<file path="config.mk">
export PLATFORM = sky130hd
export DESIGN_NAME = keypad_scan
export DESIGN_NICKNAME = d
export VERILOG_FILES = /design/src/rtl/keypad_scan.sv
export SDC_FILE = /design/constraint.sdc
export NUM_CORES = 1
export LEC_CHECK = 0
export CELL_PAD_IN_SITES_DETAIL_PLACEMENT = 1
export CELL_PAD_IN_SITES_GLOBAL_PLACEMENT = 1
export CORE_MARGIN = 2
export CORE_UTILIZATION = 25
export CTS_CLUSTER_SIZE = 16
export DETAILED_ROUTE_END_ITERATION = 16
export GPL_ROUTABILITY_DRIVEN = 0
export HOLD_SLACK_MARGIN = 0.15
export PLACE_DENSITY = 0.47
export SETUP_SLACK_MARGIN = 0.15
export SLEW_MARGIN = 20
export SYNTH_ARGS = -nofsm -noshare
export SYNTH_HDL_FRONTEND = slang
export SYNTH_SLANG_ARGS = --single-unit
</file>
<file path="constraint.sdc">
create_clock -name clk -period 3.8 [get_ports clk]
set_input_delay 1.14 -clock clk [delete_from_list [all_inputs] [get_ports clk]]
set_output_delay 1.14 -clock clk [all_outputs]
set_load 0.05 [all_outputs]
</file>
<file path="src/rtl/keypad_scan.sv">
// keypad_scan: 4x4 matrix keypad scanner with tick-paced row drive, debounce and one-hot key code.
// Define KEYPAD_REPEAT_EN to build in auto-repeat while a key stays held.
module keypad_scan #(
    parameter int unsigned SCAN_DIV     = 50000,
    parameter int unsigned DEBOUNCE_CNT = 4,
    parameter int unsigned REPEAT_DLY   = 200,
    parameter int unsigned REPEAT_PER   = 50
) (
    input  logic        clk,
    input  logic        rst_n,
    input  logic [3:0]  col,
    output logic [3:0]  row,
    output logic [15:0] onehot,
    output logic        key_valid
);

    localparam int unsigned DIV_W = (SCAN_DIV > 1) ? $clog2(SCAN_DIV) : 1;
    localparam int unsigned CNT_W = $clog2(DEBOUNCE_CNT + 1);

    typedef enum logic [1:0] {
        ST_SCAN,
        ST_DEBOUNCE,
        ST_PRESSED,
        ST_RELEASE
    } state_t;

    logic [3:0]       col_meta_q, scol_q;
    logic [DIV_W-1:0] div_q, div_d;
    logic             tick;
    state_t           state_q, state_d;
    logic [1:0]       cur_row_q, cur_row_d;
    logic [1:0]       col_idx_q, col_idx_d;
    logic [CNT_W-1:0] cnt_q, cnt_d, cnt_inc;
    logic             cnt_done;
    logic [3:0]       row_q, row_d;
    logic [15:0]      onehot_q, onehot_d, key_code;
    logic             key_valid_q, key_valid_d;
    logic             samp_idle, samp_valid;
    logic [1:0]       samp_idx;

`ifdef KEYPAD_REPEAT_EN
    localparam int unsigned REP_MAX = (REPEAT_DLY > REPEAT_PER) ? REPEAT_DLY : REPEAT_PER;
    localparam int unsigned REP_W   = $clog2(REP_MAX + 1);

    logic [REP_W-1:0] rep_q, rep_d, rep_dec;
`endif

    // Scan divider: tick marks the last cycle of each row dwell.
    always_comb begin
        tick  = (div_q == DIV_W'(SCAN_DIV - 1));
        div_d = tick ? '0 : div_q + DIV_W'(1);
    end

    // Classify the synchronized column sample.
    always_comb begin
        samp_idle  = (scol_q == 4'b1111);
        samp_valid = 1'b0;
        samp_idx   = 2'd0;
        case (scol_q)
            4'b1110: begin samp_valid = 1'b1; samp_idx = 2'd0; end
            4'b1101: begin samp_valid = 1'b1; samp_idx = 2'd1; end
            4'b1011: begin samp_valid = 1'b1; samp_idx = 2'd2; end
            4'b0111: begin samp_valid = 1'b1; samp_idx = 2'd3; end
            default: ;
        endcase
    end

    always_comb begin
        cnt_inc  = (cnt_q >= CNT_W'(DEBOUNCE_CNT)) ? cnt_q : cnt_q + CNT_W'(1);
        cnt_done = (cnt_inc >= CNT_W'(DEBOUNCE_CNT));
        key_code = 16'h0001 << {cur_row_q, col_idx_q};
    end

    always_comb begin
        state_d     = state_q;
        cur_row_d   = cur_row_q;
        col_idx_d   = col_idx_q;
        cnt_d       = cnt_q;
        onehot_d    = onehot_q;
        key_valid_d = 1'b0;
`ifdef KEYPAD_REPEAT_EN
        rep_dec     = rep_q - REP_W'(1);
        rep_d       = rep_q;
`endif
        if (tick) begin
            case (state_q)
                ST_SCAN: begin
                    if (samp_valid) begin
                        col_idx_d = samp_idx;
                        cnt_d     = CNT_W'(1);
                        state_d   = ST_DEBOUNCE;
                    end else begin
                        cur_row_d = cur_row_q + 2'd1;
                    end
                end
                ST_DEBOUNCE: begin
                    if (samp_valid && (samp_idx == col_idx_q)) begin
                        cnt_d = cnt_inc;
                        if (cnt_done) begin
                            state_d     = ST_PRESSED;
                            cnt_d       = '0;
                            onehot_d    = key_code;
                            key_valid_d = 1'b1;
`ifdef KEYPAD_REPEAT_EN
                            rep_d       = REP_W'(REPEAT_DLY);
`endif
                        end
                    end else begin
                        state_d   = ST_SCAN;
                        cnt_d     = '0;
                        cur_row_d = cur_row_q + 2'd1;
                    end
                end
                ST_PRESSED: begin
                    if (samp_idle) begin
                        state_d = ST_RELEASE;
                        cnt_d   = CNT_W'(1);
                    end
`ifdef KEYPAD_REPEAT_EN
                    // One tick of blank code before each repeated press.
                    else begin
                        rep_d = rep_dec;
                        if (rep_dec == REP_W'(1)) begin
                            onehot_d = '0;
                        end else if (rep_dec == '0) begin
                            onehot_d    = key_code;
                            key_valid_d = 1'b1;
                            rep_d       = REP_W'(REPEAT_PER);
                        end
                    end
`endif
                end
                ST_RELEASE: begin
                    if (samp_idle) begin
                        cnt_d = cnt_inc;
                        if (cnt_done) begin
                            state_d   = ST_SCAN;
                            cnt_d     = '0;
                            onehot_d  = '0;
                            cur_row_d = cur_row_q + 2'd1;
                        end
                    end else begin
                        state_d = ST_PRESSED;
                        cnt_d   = '0;
                    end
                end
                default: state_d = ST_SCAN;
            endcase
        end
        row_d = ~(4'b0001 << cur_row_d);
    end

    always_ff @(posedge clk or negedge rst_n) begin
        if (!rst_n) begin
            col_meta_q  <= '0;
            scol_q      <= '0;
            div_q       <= '0;
            state_q     <= ST_SCAN;
            cur_row_q   <= 2'd0;
            col_idx_q   <= 2'd0;
            cnt_q       <= '0;
            row_q       <= 4'b1110;
            onehot_q    <= '0;
            key_valid_q <= 1'b0;
`ifdef KEYPAD_REPEAT_EN
            rep_q       <= '0;
`endif
        end else begin
            col_meta_q  <= col;
            scol_q      <= col_meta_q;
            div_q       <= div_d;
            state_q     <= state_d;
            cur_row_q   <= cur_row_d;
            col_idx_q   <= col_idx_d;
            cnt_q       <= cnt_d;
            row_q       <= row_d;
            onehot_q    <= onehot_d;
            key_valid_q <= key_valid_d;
`ifdef KEYPAD_REPEAT_EN
            rep_q       <= rep_d;
`endif
        end
    end

    assign row       = row_q;
    assign onehot    = onehot_q;
    assign key_valid = key_valid_q;

endmodule

</file>
==> run metrics <==
Synth cell types=45; crit path buf inv count=1; WP data required=roughly 2.7 ns; drt first-iter violations=37; clock tree buffer depth=2; Post-CTS Resized=0; number of nets with antenna violations after routing=0; Starting Density=0.259; max-slew violations=0; antenna diode count=0; Hold WC Path Type=flop to flop; Worst setup SP type=flop; clk sink count=54; CP cell instances=clkdlybuf4s50_1; max cap viols=0; WHS=roughly 0.37 ns; Final Worst Setup Slack=1.03 ns; CTS root buffer=clkbuf_8; Yosys warning count=0; r2r worst-path depth=6; Vias/cell=4.50; Core Rows=36; Worst-Margin Slew=0.902 ns; sequential share of the synthesized area=0.533; Port-buffer cells=26; Top Ports=27; #FFs+latches synth=54; Arrival @ worst endpoint=1.63 ns; pwr dens=309 mW/mm^2; final setup fails=0; GRT met1 Usage=0.146; CTS tree=done; CP Capture Type=primary output; M3 GR Usage=0.0237; syn_area_per_cell=11.5 sq um; Die H=105 um; met2 Resource Use GR=0.179; dpl hpwl=4070 um; Max stage delay on crit path=0.79 ns; CP delay by family, top=buffers and inverters; CTS HTree Levels=2; worst min-delay path endpoint=scol_q[1]$_DFF_PN0_; largest net degree at the start of global routing=between 40 and 50; WL/cell=14.6 um; initial antenna violation count=0; Clock transition at path regs=0.10 ns; CTS Hold Bufs=0; endpoints failing hold=0; die area=~0.011 sq mm; total routed wirelength=roughly 5500 um; Slowest-stage cell, CP=clkdlybuf4s50_1; fraction of registers with async set or reset after synthesis=1.00; Pleak=0.00127 uW; GRT Residual Overflow=0; slew margin rel.=0.391; Die W=around 100 um; worst r2r dst=cnt_q[1]$_DFFE_PN0P_; hold path depth=0; worst r2r src=div_q[7]$_DFF_PN0_; Num CTS Buffers=5; VDD IR max=0.000147 V; worst-path maximum fanout=1; Core Area=0.00982 sq mm; synthesized net count=between 200 and 250; overall power=between 900 and 1000 uW; predominant post-synthesis flop cell=dfrtp_1; hold_sp=col_meta_q[1]$_DFF_PN0_; drt drc=0; pre-CTS setup slack=1.28 ns; All-Layer GR Usage=0.109; Setup TNS=0 ns; post-CTS setup repair buffer count=0; share of layout cells above drive strength 1=0.157; first-pass GRT wire length=9550 um; Pre-Repair DR Iteration Count=3; RSZ-0062 raised after global routing=no; r2r setup slk=around 1.3 ns; post-layout min period=2.77 ns; busiest grt layer=met2; Mapped Area=0.00254 sq mm; Clock Latency Late Sink=0.31 ns; CP Class=flop to primary output; Layout Nets=around 260; Clock Skew=0.00755 ns; number of synthesized flops with an enable pin=0; Post-Layout Cell Count=between 300 and 400; status=finished clean; Mapped Cells=around 220; vias in the first global route=1,781; placed insts=373; DR vias=1,716; achievable clock frequency=362 MHz; final worst path period share=0.728; Syn-to-layout area delta=19.0%
[flip-flops by register name, summed over array words and instances (netlist names)]
signal      count
div_q          16
onehot         16
col_meta_q      4
row             4
scol_q          4
cnt_q           3
col_idx_q       2
cur_row_q       2
state_q         2
key_valid       1
[stage by stage]
step | instance area, sq um | util
CTS | 3020 | 0.308
global route | 3020 | 0.308
floorplan | 2540 | -
global placement | 2930 | 0.299
detailed placement | 2930 | 0.299
finish | 3020 | 0.308
[layer usage]
metal,part of all wire,up-vias
met1,0.48,867
met3,0.032,5
li1,-,822
met4,0.010,0
met2,0.48,22
met5,0,-
[worst max-delay path by stage]
stage	startpoint	end	cells past startpoint
final	row[2]$_DFF_PN1_	row[2]	1
after global routing	row[2]$_DFF_PN1_	row[2]	1
after CTS	row[2]$_DFF_PN1_	row[2]	1
after detailed placement	div_q[7]$_DFF_PN0_	onehot[2]$_DFFE_PN0P_	5
after global placement	div_q[7]$_DFF_PN0_	cnt_q[1]$_DFFE_PN0P_	6
after floorplan	div_q[7]$_DFF_PN0_	onehot[10]$_DFFE_PN0P_	6
[cells in the mapped netlist, types with 4 or more instances]
cell type  instances  area, sq um
xnor2_1            9         78.8
inv_1              4         15.0
nor3_1             5         25.0
nand2_1           11         41.3
a21oi_1            4         20.0
clkbuf_1           7         26.3
and3_1             4         25.0
nor2b_1            5         31.3
nand3_1           12         60.1
o21ai_0            6         30.0
xor2_1             8         70.1
mux2_4            10          150
mux2_2             7         78.8
dfrtp_1           51         1280
nor2_1            24         90.1
[final cells by class]
class                           instances  area, sq um
Tap cell                              133          166
Timing Repair Buffer                   29          280
Clock buffer                            6         72.6
Inverter                                4         15.0
Sequential cell                        54         1360
Clock inverter                          2         13.8
Fill cell                            1134         6800
Multi-Input combinational cell        153         1120
[logic make-up after synthesis]
group | Yosys count | synth area share
DFF | 54 | 0.533
muxes | 20 | 0.102
buffers and inverters | 14 | 0.0261
AOI/OAI and AO/OA | 25 | 0.0645
and+or+nand+nor | 88 | 0.201
xor gates and xnor gates | 17 | 0.0586
adders and majority gates | 3 | 0.0148
[where the power goes]
| group | total, uW | internal [uW] | switching (uW) |
|---|---|---|---|
| registers | 584 | 579 | 5.24 |
| clock network | 324 | 131 | 193 |
| logic | 25.6 | 9.60 | 16.0 |
[placed cells by master, fill, tap and decap left out, types with 2 or more instances in the layout]
cell / count
nand3_1: 12
nor2b_1: 5
clkbuf_8: 5
nand2_1: 11
nor4_2: 2
dfstp_2: 3
and2_1: 3
mux2_4: 10
ha_1: 3
o21a_1: 2
buf_4: 4
nand3b_1: 3
o21ai_0: 6
dfrtp_1: 51
or3b_2: 2
a21oi_1: 4
inv_1: 4
or3_1: 2
a31oi_1: 2
nand2b_1: 3
o211ai_1: 2
nor3_1: 5
o22ai_1: 2
mux2_2: 7
xor2_1: 8
and3_1: 4
mux2i_1: 3
clkdlybuf4s50_1: 25
nor2_1: 24
xnor2_1: 9
nand4_1: 3
nand4b_1: 2
o21ai_1: 2
Power figures use the tool's default switching activity.
